<file path="config.mk">
export PLATFORM = sky130hd
export DESIGN_NAME = dmem_result_reader
export DESIGN_NICKNAME = d
export VERILOG_FILES = /design/src/rtl/dmem_result_reader.sv
export SDC_FILE = /design/constraint.sdc
export NUM_CORES = 1
export LEC_CHECK = 0
export CORE_MARGIN = 2
export CORE_UTILIZATION = 40
export CTS_CLUSTER_SIZE = 16
export DETAILED_ROUTE_END_ITERATION = 8
export GPL_TIMING_DRIVEN = 0
export PLACE_DENSITY = 0.77
export SLEW_MARGIN = 20
export SYNTH_ARGS = -nofsm -noshare
export SYNTH_HDL_FRONTEND = slang
export SYNTH_SLANG_ARGS = --single-unit
</file>
<file path="constraint.sdc">
create_clock -name clk -period 2.3 [get_ports clk]
set_clock_uncertainty 0.2 [all_clocks]
set_input_delay 0.345 -clock clk [delete_from_list [all_inputs] [get_ports clk]]
set_output_delay 0.345 -clock clk [all_outputs]
set_load 0.01 [all_outputs]
</file>
<file path="src/rtl/dmem_result_reader.sv">
// Sweeps a range of data-memory words and streams their low OUT_W bits over valid/ready.
// Define DMEM_RESULT_READER_CHECK_EN to compile in the Fibonacci stream checker.
module dmem_result_reader #(
  parameter int ADDR_W = 9,
  parameter int DATA_W = 32,
  parameter int OUT_W  = 16,
  parameter int CNT_W  = 10
) (
  input  logic              clk,
  input  logic              reset,
  input  logic              start,
  input  logic [ADDR_W-1:0] base_addr,
  input  logic [CNT_W-1:0]  count,
  output logic [ADDR_W-1:0] mem_addr,
  input  logic [DATA_W-1:0] mem_rdata,
  output logic [OUT_W-1:0]  out_data,
  output logic [CNT_W-1:0]  out_index,
  output logic              out_valid,
  input  logic              out_ready,
  output logic              busy,
  output logic              done,
  output logic              mismatch,
  output logic [CNT_W-1:0]  err_index
);

  // state  | meaning
  // IDLE   | waiting for start
  // FETCH  | first word read from memory into the output register
  // SEND   | word presented; advance on each handshake
  // FIN    | done pulse, then back to IDLE
  typedef enum logic [1:0] {S_IDLE, S_FETCH, S_SEND, S_FIN} state_t;

  localparam logic [ADDR_W-1:0] ADDR_ONE = ADDR_W'(1);
  localparam logic [CNT_W-1:0]  CNT_ONE  = CNT_W'(1);

  state_t            state;
  logic [CNT_W-1:0]  remaining;
  logic              handshake;

  assign handshake = out_valid & out_ready;

  always_ff @(posedge clk) begin
    if (reset) begin
      state     <= S_IDLE;
      mem_addr  <= '0;
      out_data  <= '0;
      out_index <= '0;
      out_valid <= 1'b0;
      busy      <= 1'b0;
      done      <= 1'b0;
      remaining <= '0;
    end else begin
      done <= 1'b0;
      case (state)
        S_IDLE: begin
          if (start) begin
            busy <= 1'b1;
            if (count != '0) begin
              mem_addr  <= base_addr;
              remaining <= count;
              out_index <= '0;
              state     <= S_FETCH;
            end else begin
              done  <= 1'b1;
              state <= S_FIN;
            end
          end
        end
        S_FETCH: begin
          out_data  <= mem_rdata[OUT_W-1:0];
          out_valid <= 1'b1;
          mem_addr  <= mem_addr + ADDR_ONE;
          state     <= S_SEND;
        end
        S_SEND: begin
          if (handshake) begin
            remaining <= remaining - CNT_ONE;
            if (remaining == CNT_ONE) begin
              out_valid <= 1'b0;
              done      <= 1'b1;
              state     <= S_FIN;
            end else begin
              // mem_addr already points at the next word, so its data is on mem_rdata now
              out_data  <= mem_rdata[OUT_W-1:0];
              mem_addr  <= mem_addr + ADDR_ONE;
              out_index <= out_index + CNT_ONE;
            end
          end
        end
        S_FIN: begin
          busy  <= 1'b0;
          state <= S_IDLE;
        end
        default: state <= S_IDLE;
      endcase
    end
  end

  generate
    if (DATA_W > OUT_W) begin : g_hi_bits
      logic unused_hi;
      assign unused_hi = ^mem_rdata[DATA_W-1:OUT_W];
    end
  endgenerate

`ifdef DMEM_RESULT_READER_CHECK_EN
  logic [31:0] fib_a;
  logic [31:0] fib_b;

  always_ff @(posedge clk) begin
    if (reset) begin
      fib_a     <= 32'd0;
      fib_b     <= 32'd1;
      mismatch  <= 1'b0;
      err_index <= '0;
    end else if (state == S_IDLE && start) begin
      fib_a     <= 32'd0;
      fib_b     <= 32'd1;
      mismatch  <= 1'b0;
      err_index <= '0;
    end else if (state == S_SEND && handshake) begin
      // only the first bad word is recorded
      if (out_data != fib_a[OUT_W-1:0] && !mismatch) begin
        mismatch  <= 1'b1;
        err_index <= out_index;
      end
      fib_a <= fib_b;
      fib_b <= fib_a + fib_b;
    end
  end
`else
  assign mismatch  = 1'b0;
  assign err_index = '0;
`endif

endmodule

</file>
# Yosys cells after proc, flatten, opt, wreduce, memory -nomap -nowiden
# Index checks and enable logic that the tools add are counted.
[totals] ff_bits=50 word_cells=66
[op_classes] n_bitwise=1 n_eq_ne=9 n_addsub=3 reduce_logical=13 mux=32
[ops] op="2-to-1 mux 10 bit" count=7
[ops] op="case mux 10 bit (2 select lines)" count=2
[ops] op="2-to-1 mux 9 bit" count=4
[ops] op="2-to-1 mux 16 bit" count=2
[ops] op="case mux 16 bit (2 select lines)" count=1
[ops] op="case mux 9 bit (3 select lines)" count=1
[ops] op="adder 10 x 1 -> 10 bit (second input constant)" count=1
[ops] op="== test 10 x 1 -> 1 bit (second input constant)" count=1
[ops] op="!= test 2 bit (second input constant)" count=5
[ops] op="AND reduction 5 bit" count=2
[ops] op="nonzero test 10 bit" count=1
[ops] op="subtractor 10 x 1 -> 10 bit (second input constant)" count=1
[ops] op="adder 9 x 1 -> 9 bit (second input constant)" count=1
[ops] op="AND reduction 3 bit" count=3
[ops] op="2-to-1 mux 2 bit" count=4
[ops] op="case mux 2 bit (4 select lines)" count=1
[ops] op="2-to-1 mux 1 bit" count=7
[ops] op="case mux 1 bit (2 select lines)" count=3
[ops] op="nonzero test 2 bit" count=3
[ops] op="== test 2 bit (second input constant)" count=2
[ops] op="AND reduction 4 bit" count=1
[ops] op="nonzero test 3 bit" count=1
[ops] op="== test 2 x 1 -> 1 bit (second input constant)" count=1
[ops] op="zero test 2 bit" count=1
[ops] op="other kinds (2)" count=2

# Logic depth before layout (Yosys ltp)
# Gate-level depths: netlist of run 1.
[logic_depth] word_depth=4 ltp_mapped=10 depth_no_buf=7

# Least setup slack after synthesis of run 1
# Ideal clock, no wire load.
[synth_path] path_kind="flip-flop to flip-flop" startpoint="register state[0]" endpoint="register out_data[10]" t_arrival_ns=1.993 synth_period_minus_slack_ns=2.264 path_slack_ns=0.036 required_ns=2.030 path_stages_with_launch=8 path_cell_list="dfxtp_1 inv_1 ha_1 clkinv_1 nor3_1 clkbuf_1 nand2_1 a21oi_2"
[synth_via] elab_chain_len=3
[synth_lines] item="start, declared" line="36" text="state_t state;"
[synth_lines] item="start signal, assigned" line="44" text="state <= S_IDLE;"
[synth_lines] item="start signal, assigned" line="62" text="state <= S_FETCH;"
[synth_lines] item="start signal, assigned" line="65" text="state <= S_FIN;"
[synth_lines] item="== test 2 bit or == test 2 x 1 -> 1 bit (tied branches)" line="54" text="case (state)"
[synth_lines] item="!= test 2 bit (no source line) or nonzero test 2 bit (tied branches)"
[synth_lines] item="AND reduction 3 bit (no source line)"
[synth_lines] item="end signal, assigned" line="70" text="out_data <= mem_rdata[OUT_W-1:0];"
[synth_lines] item="end signal, assigned" line="84" text="out_data <= mem_rdata[OUT_W-1:0];"
[synth_lines] item="end, declared" line="16" text="output logic [OUT_W-1:0] out_data,"
# Several ways; a longest one is shown, not always the timed one.
# A chain may end at the register's enable or synchronous reset.

# Worst setup path after layout of run 1
[layout_path] startpoint="register remaining[2]" endpoint="register state[1]"
[layout_via] elab_chain_len=3
[layout_lines] item="start, declared" line="37" text="logic [CNT_W-1:0] remaining;"
[layout_lines] item="start signal, assigned" line="60" text="remaining <= count;"
[layout_lines] item="start signal, assigned" line="77" text="remaining <= remaining - CNT_ONE;"
[layout_lines] item="== test 10 x 1 -> 1 bit" line="78" text="if (remaining == CNT_ONE) begin"
[layout_lines] item="!= test 2 bit (no source line)"
[layout_lines] item="AND reduction 3 bit (no source line)"
[layout_lines] item="end signal, assigned" line="73" text="state <= S_SEND;"
[layout_lines] item="end signal, assigned" line="81" text="state <= S_FIN;"
[layout_lines] item="end signal, assigned" line="92" text="state <= S_IDLE;"
# Every way passes these cells.

==> results of run 1 <==
## area by class of cell
type                       count  area share, %
multi-input combinational    267           42.2
sequential                    50           25.1
timing repair buffer          85           21.4
buffer                        27           4.80
tap                           80           2.50
clock buffer                   5           1.72
inverter                      12           1.22
clock inverter                 3          0.998
## power by group through the flow
stage / combinational, W / clock (W) / sequential, W
after floorplan: 0.00177 / 0 / 0.00145
after global placement: 0.00266 / 0 / 0.00140
after detailed placement: 0.00270 / 0 / 0.00141
after CTS: 0.00285 / 0.000643 / 0.00141
after global routing: 0.00351 / 0.000678 / 0.00148
final: 0.00324 / 0.000636 / 0.00144
## cell usage in the layout (no fill, tap or decap), types with 3 or more instances in the layout
master and instances:
a211oi_1 5, a21oi_1 41, a21oi_2 10, buf_4 18, buf_6 4, clkbuf_1 8, clkbuf_8 5, clkdlybuf4s50_1 76
conb_1 11, dfxtp_1 47, ha_1 6, inv_1 10, nand2_1 45, nand2_2 10, nand2b_1 9, nand3_1 13
nand3_2 3, nand4_1 6, nand4b_1 3, nor2_1 15, nor3_1 10, nor3_2 3, o21a_1 3, o21ai_0 10
o21ai_1 4, o22ai_1 3, o32ai_1 7, or2_2 4, or3_1 6
## worst reg2reg max path, stage by stage, from the launching register on
cell and delay, ns:
dfxtp_1 0.39, nor3_2 0.47, nand4b_1 0.32, o21ai_0 0.43, a21oi_1 0.13, a311oi_1 0.24
## metrics by stage
stage               setup TNS [ns]  util (%)
finish                           0      59.4
global route               -0.0344      59.4
CTS                              0      57.6
detailed placement          -12.89      54.6
global placement            -12.46      54.6
floorplan                        0         -
## sequential cells by signal (all words and copies together), names as in the netlist
signal	count
remaining	10
state	2
busy	1
out_valid	1
done	1
mem_addr	9
out_index	10
out_data	16
## logic make-up after synthesis
logic type / count (synthesis) / share of synthesized area [%]
DFF: 50 / 35.9
buffers and inverters: 40 / 8.57
muxes: 1 / 0.359
adders and majority gates: 8 / 3.59
and+or+nand+nor: 147 / 28.1
AOI/OAI and AO/OA: 99 / 23.0
xor gates and xnor gates: 1 / 0.314
other: 1 / 0.135
## what timing repair did
action                                  4_1_cts  5_1_grt
resized for setup                            16       15
endpoints found under the setup margin       46       36
gates cloned                                  0        2
buffers inserted                              4        3
pin swaps                                     2        5
## routing by layer
layer	vias up	share of wire (%)	track usage, %
li1	1422	-	-
met1	1379	41	25.7
met2	153	47	33.5
met3	20	9.8	6.92
met4	0	1.7	6.43
met5	-	0	0
## how the worst max path moves through the flow
| stage | from | to | slack [ns] |
|---|---|---|---|
| 2_1_floorplan | state[0]$_SDFFE_PP0P_ | out_data[10]$_SDFFE_PP0P_ | 0.04 |
| 3_3_place_gp | state[0]$_SDFFE_PP0P_ | out_data[10]$_SDFFE_PP0P_ | -0.52 |
| 3_5_place_dp | state[0]$_SDFFE_PP0P_ | out_data[9]$_SDFFE_PP0P_ | -0.52 |
| 4_1_cts | state[0]$_SDFFE_PP0P_ | remaining[1]$_SDFFE_PP0P_ | 0.007 |
| 5_1_grt | remaining[5]$_SDFFE_PP0P_ | state[1]$_SDFFE_PP0P_ | -0.02 |
| 6_report | remaining[2]$_SDFFE_PP0P_ | state[1]$_SDFFE_PP0P_ | 0.02 |
==> impl_metrics.csv, run 1 <==
group,metric,value,unit
setup_path,cpMaxStageDelayCell,"nor3_2",
hold_path,hold_depth,2,
detailed_routing,drt-total-wl,7940,um
layout,multi_input_area,1690,um^2
sta,final-max-slew-violation-count,0,
layout,ff_latch_area,1010,um^2
global_routing,grt_pass1_vias,2729,
floorplan,die_area,7650,um^2
sta,fin_crit_sh,99.0,%
clocking,clkTransAtPathRegs,0.10,ns
detailed_routing,vias_per_cell,5.62,
setup_path,cp.arrival,2.30,ns
floorplan,io_pins,104,
clocking,htreeDepth,2,
sta,tightest_slew,0.615,ns
layout,area_delta_synth_final,43.9,%
setup_path,crit_cells,5,
sta,finalSetupViolCount,0,
pwr,p_sw_share,43.2,%
placement,place_area,3690,um^2
sta,rsz0062_at_grt,"yes",
pwr,ir_drop,0.780,mV
layout,fin_cells,529,
synth,avgSynthCellArea,8.03,um^2
global_routing,gr-usage-all-layers,20.6,%
floorplan,fp.dieH,87.5,um
clocking,numCtsBuffers,5,
sta,final_hold_viol_count,0,
synth,synth_top_cell_by_area,"dfxtp_1",
global_routing,grt_max_degree,16,
synth,ys_seq_elements,50,
pwr,netSwitchingPower,0.00229,W
setup_path,critPathLaunchType,"register",
setup_path,ff2ff_setup_slack,0.02,ns
synth,synthFlopType,"dfxtp_1",
global_routing,grt_antenna_before_repair,0,
setup_path,worstRegToRegCells,5,
setup_path,cpLargestDelayFamily,"compound AO/OA/AOI/OAI gates",
setup_path,crit_required,2.32,ns
clocking,clk_path_buf_depth,2,
pwr,leakage,1.44,nW
floorplan,start_util,41.3,%
layout,antenna_cells,0,
run_status,outcome,"complete, no violations",
synth,synth_area_leaders,"dfxtp_1 36%, a21oi_1 7.4%, nand2_1 6.1%, ha_1 3.6%, a21oi_2 3.1%",
setup_path,r2r_start,"remaining[2]$_SDFFE_PP0P_",
setup_path,cpPeakStageDelay,0.47,ns
setup_path,path_class,"register to register",
layout,finalNetCount,511,
synth,yosysUniqueCellTypes,54,
synth,yosysWarnings,0,
sta,whs,0.265,ns
layout,fillers,577,
clocking,cts-root-buf,"clkbuf_8",
detailed_routing,drc_errors,0,
setup_path,path_buf_inv,0,
setup_path,cp-end-kind,"register",
floorplan,die_x,87.5,um
pwr,p_total,0.00532,W
setup_path,path_cells,"nor3_2 -> nand4b_1 -> o21ai_0 -> a21oi_1 -> a311oi_1",
synth,synth_top_area_share,35.9,%
hold_path,hold_path_end,"out_data[11]$_SDFFE_PP0P_",
hold_path,hold_path_class,"register to register",
pwr,sequentialPowerShare,27.0,%
clocking,cts_tree,"done",
pwr,comb_power_share,61.0,%
job,maxCapViolCount,0,
synth,async_flop_share,0,%
synth,synth_cells,347,
global_routing,overflow,0,
synth,synth_commonest_cells,"50 x dfxtp_1, 45 x nand2_1, 41 x a21oi_1",
clocking,insertion_delay,0.31,ns
placement,io_buffers,76,
setup_path,r2r_end,"state[1]$_SDFFE_PP0P_",
sta,fmax,439,MHz
sta,relSlewSlack,59.0,%
detailed_routing,vias,2974,
detailed_routing,drt_iter0_drc,249,
layout,design_area,4010,um^2
placement,dp_hpwl,5510,um
synth,synth_area,2790,um^2
floorplan,std_cell_rows,30,
pwr,clockPowerShare,12.0,%
detailed_routing,firstDrtPassIters,5,
setup_path,crit_fanout,7,
clocking,hold_buffers,0,
sta,fin_crit,2.28,ns
synth,synth_edf_count,0,
synth,synth.most_common_cell,"dfxtp_1",
layout,drive_gt1_share,19.6,%
floorplan,design.core.area,6760,um^2
placement,pre_cts_slack,-0.518,ns
detailed_routing,ant_nets,0,
placement,placedCellCount,513,
placement,place.gp.congestion,0.901,
clocking,cts.sinks,50,
pwr,p_per_area,1330,nW/um^2
sta,fin_ws,0.0228,ns
pwr,p_int,0.00302,W
synth,seq_area_frac_synth,35.9,%
detailed_routing,routedWlPerCell,15.0,um
global_routing,grt_pass1_wl,12700,um
hold_path,min_from,"out_data[11]$_SDFFE_PP0P_",
Power figures use the tool's default switching activity.
==> inputs of run 2 (changes only) <==
Settings changed: RECOVER_POWER set to 100.
==> impl_metrics.csv, run 2 (same netlist as run 1, synthesis figures left out) <==
group,metric,value,unit
layout,multi_input_area,1690,um^2
detailed_routing,drt_iter0_drc,249,
floorplan,io_pins,104,
hold_path,min_from,"out_data[11]$_SDFFE_PP0P_",
clocking,clk_path_buf_depth,2,
detailed_routing,drt-total-wl,7940,um
pwr,leakage,1.55,nW
global_routing,overflow,0,
setup_path,r2r_start,"remaining[5]$_SDFFE_PP0P_",
placement,place.gp.congestion,0.901,
layout,ff_latch_area,1010,um^2
floorplan,std_cell_rows,30,
global_routing,grt_max_degree,16,
clocking,cts-root-buf,"clkbuf_8",
sta,rsz0062_at_grt,"yes",
pwr,p_int,0.00292,W
detailed_routing,firstDrtPassIters,5,
pwr,clockPowerShare,12.3,%
detailed_routing,ant_nets,0,
floorplan,die_area,7650,um^2
floorplan,die_x,87.5,um
layout,reg_top3,"out_data x16, out_index x10, remaining x10",
clocking,numCtsBuffers,5,
global_routing,grt_antenna_before_repair,0,
layout,finalNetCount,511,
setup_path,ff2ff_setup_slack,0.04,ns
sta,final_hold_viol_count,0,
hold_path,hold_path_end,"out_data[11]$_SDFFE_PP0P_",
layout,fillers,579,
hold_path,hold_path_class,"register to register",
detailed_routing,vias,2979,
sta,fin_crit,2.26,ns
hold_path,hold_depth,2,
pwr,p_sw_share,43.9,%
sta,fin_setup_tns,0,ns
sta,final-max-slew-violation-count,0,
placement,dp_hpwl,5510,um
setup_path,crit_required,2.32,ns
layout,drive_gt1_share,19.6,%
layout,area_delta_synth_final,43.4,%
layout,largest_reg_flops,16,
detailed_routing,routedWlPerCell,15.0,um
clocking,insertion_delay,0.31,ns
setup_path,path_class,"register to register",
global_routing,gr-usage-all-layers,20.6,%
layout,final_common_cell,"dfxtp_1",
sta,tightest_slew,0.624,ns
clocking,clkTransAtPathRegs,0.10,ns
setup_path,cp.arrival,2.28,ns
layout,layout_common_cells,"47 x dfxtp_1, 45 x nand2_1, 41 x a21oi_1, 38 x clkdlybuf4s50_1, 38 x dlygate4sd3_1",
global_routing,grt_pass1_vias,2729,
layout,antenna_cells,0,
run_status,outcome,"complete, no violations",
clocking,hold_buffers,0,
floorplan,design.core.area,6760,um^2
pwr,sequentialPowerShare,27.5,%
sta,fmax,442,MHz
setup_path,worstRegToRegCells,5,
detailed_routing,drc_errors,0,
pwr,netSwitchingPower,0.00228,W
setup_path,critPathLaunchType,"register",
floorplan,fp.dieH,87.5,um
global_routing,grt_pass1_wl,12700,um
sta,fin_crit_sh,98.4,%
pwr,p_per_area,1300,nW/um^2
pwr,ir_drop,0.747,mV
clocking,htreeDepth,2,
sta,whs,0.263,ns
setup_path,crit_fanout,7,
clocking,cts.sinks,50,
layout,regMostFlops,"out_data",
detailed_routing,vias_per_cell,5.63,
setup_path,cp-end-kind,"register",
pwr,comb_power_share,60.2,%
sta,relSlewSlack,58.4,%
job,maxCapViolCount,0,
floorplan,start_util,41.3,%
setup_path,r2r_end,"state[1]$_SDFFE_PP0P_",
sta,finalSetupViolCount,0,
clocking,cts_tree,"done",
placement,io_buffers,76,
run 2: through the flow:
step	instance area (um^2)	worst slack, ns	util, %	std cells	total power, W
6_report	4000	0.0377	59.2	529	0.00520
5_1_grt	4000	-0.0203	59.2	529	0.00555
4_1_cts	3890	0.00724	57.6	524	0.00491
3_5_place_dp	3690	-0.518	54.6	513	0.00411
3_3_place_gp	3690	-0.524	54.6	513	0.00406
2_1_floorplan	2830	0.0365	-	357	0.00323
run 2: final cells by class:
cell class	instances	share of cell area, %
buffer	27	4.51
clock buffer	5	1.72
clock inverter	3	1.00
inverter	12	1.22
multi-input combinational	267	42.4
sequential	50	25.2
tap	80	2.50
timing repair buffer	85	21.5
run 2: worst max-delay path by stage:
stage / endpoint / cells after the start / start / slack, ns
after floorplan: out_data[10]$_SDFFE_PP0P_ / 7 / state[0]$_SDFFE_PP0P_ / 0.04
after global placement: out_data[10]$_SDFFE_PP0P_ / 7 / state[0]$_SDFFE_PP0P_ / -0.52
after detailed placement: out_data[9]$_SDFFE_PP0P_ / 7 / state[0]$_SDFFE_PP0P_ / -0.52
after CTS: remaining[1]$_SDFFE_PP0P_ / 9 / state[0]$_SDFFE_PP0P_ / 0.007
after global routing: state[1]$_SDFFE_PP0P_ / 5 / remaining[5]$_SDFFE_PP0P_ / -0.02
final: state[1]$_SDFFE_PP0P_ / 5 / remaining[5]$_SDFFE_PP0P_ / 0.04
run 2: timing repair:
action	4_1_cts	5_1_grt
buffers inserted	4	3
gates resized for setup	16	15
setup endpoints to repair	46	36
pin swaps	2	5
gates cloned	0	2
run 2: metal layers:
metal	routed length [um]	vias up	track usage, %
met3	777	24	6.92
met4	164	0	6.43
met1	3290	1361	25.7
li1	-	1425	-
met5	0	-	0
met2	3710	169	33.5
run 2: critical path, cell delays in order, from the launching register on:
cell,delay (ns)
dfxtp_4,0.39
nor4_2,0.45
nand4b_1,0.32
o21ai_0,0.43
a21oi_1,0.13
a311oi_1,0.24
run 2: power by group through the flow:
stage,registers [W],logic (W),clock network (W)
finish,0.00143,0.00313,0.000640
global placement,0.00140,0.00266,0
detailed placement,0.00141,0.00270,0
global route,0.00147,0.00339,0.000678
CTS,0.00141,0.00285,0.000643
floorplan,0.00145,0.00177,0
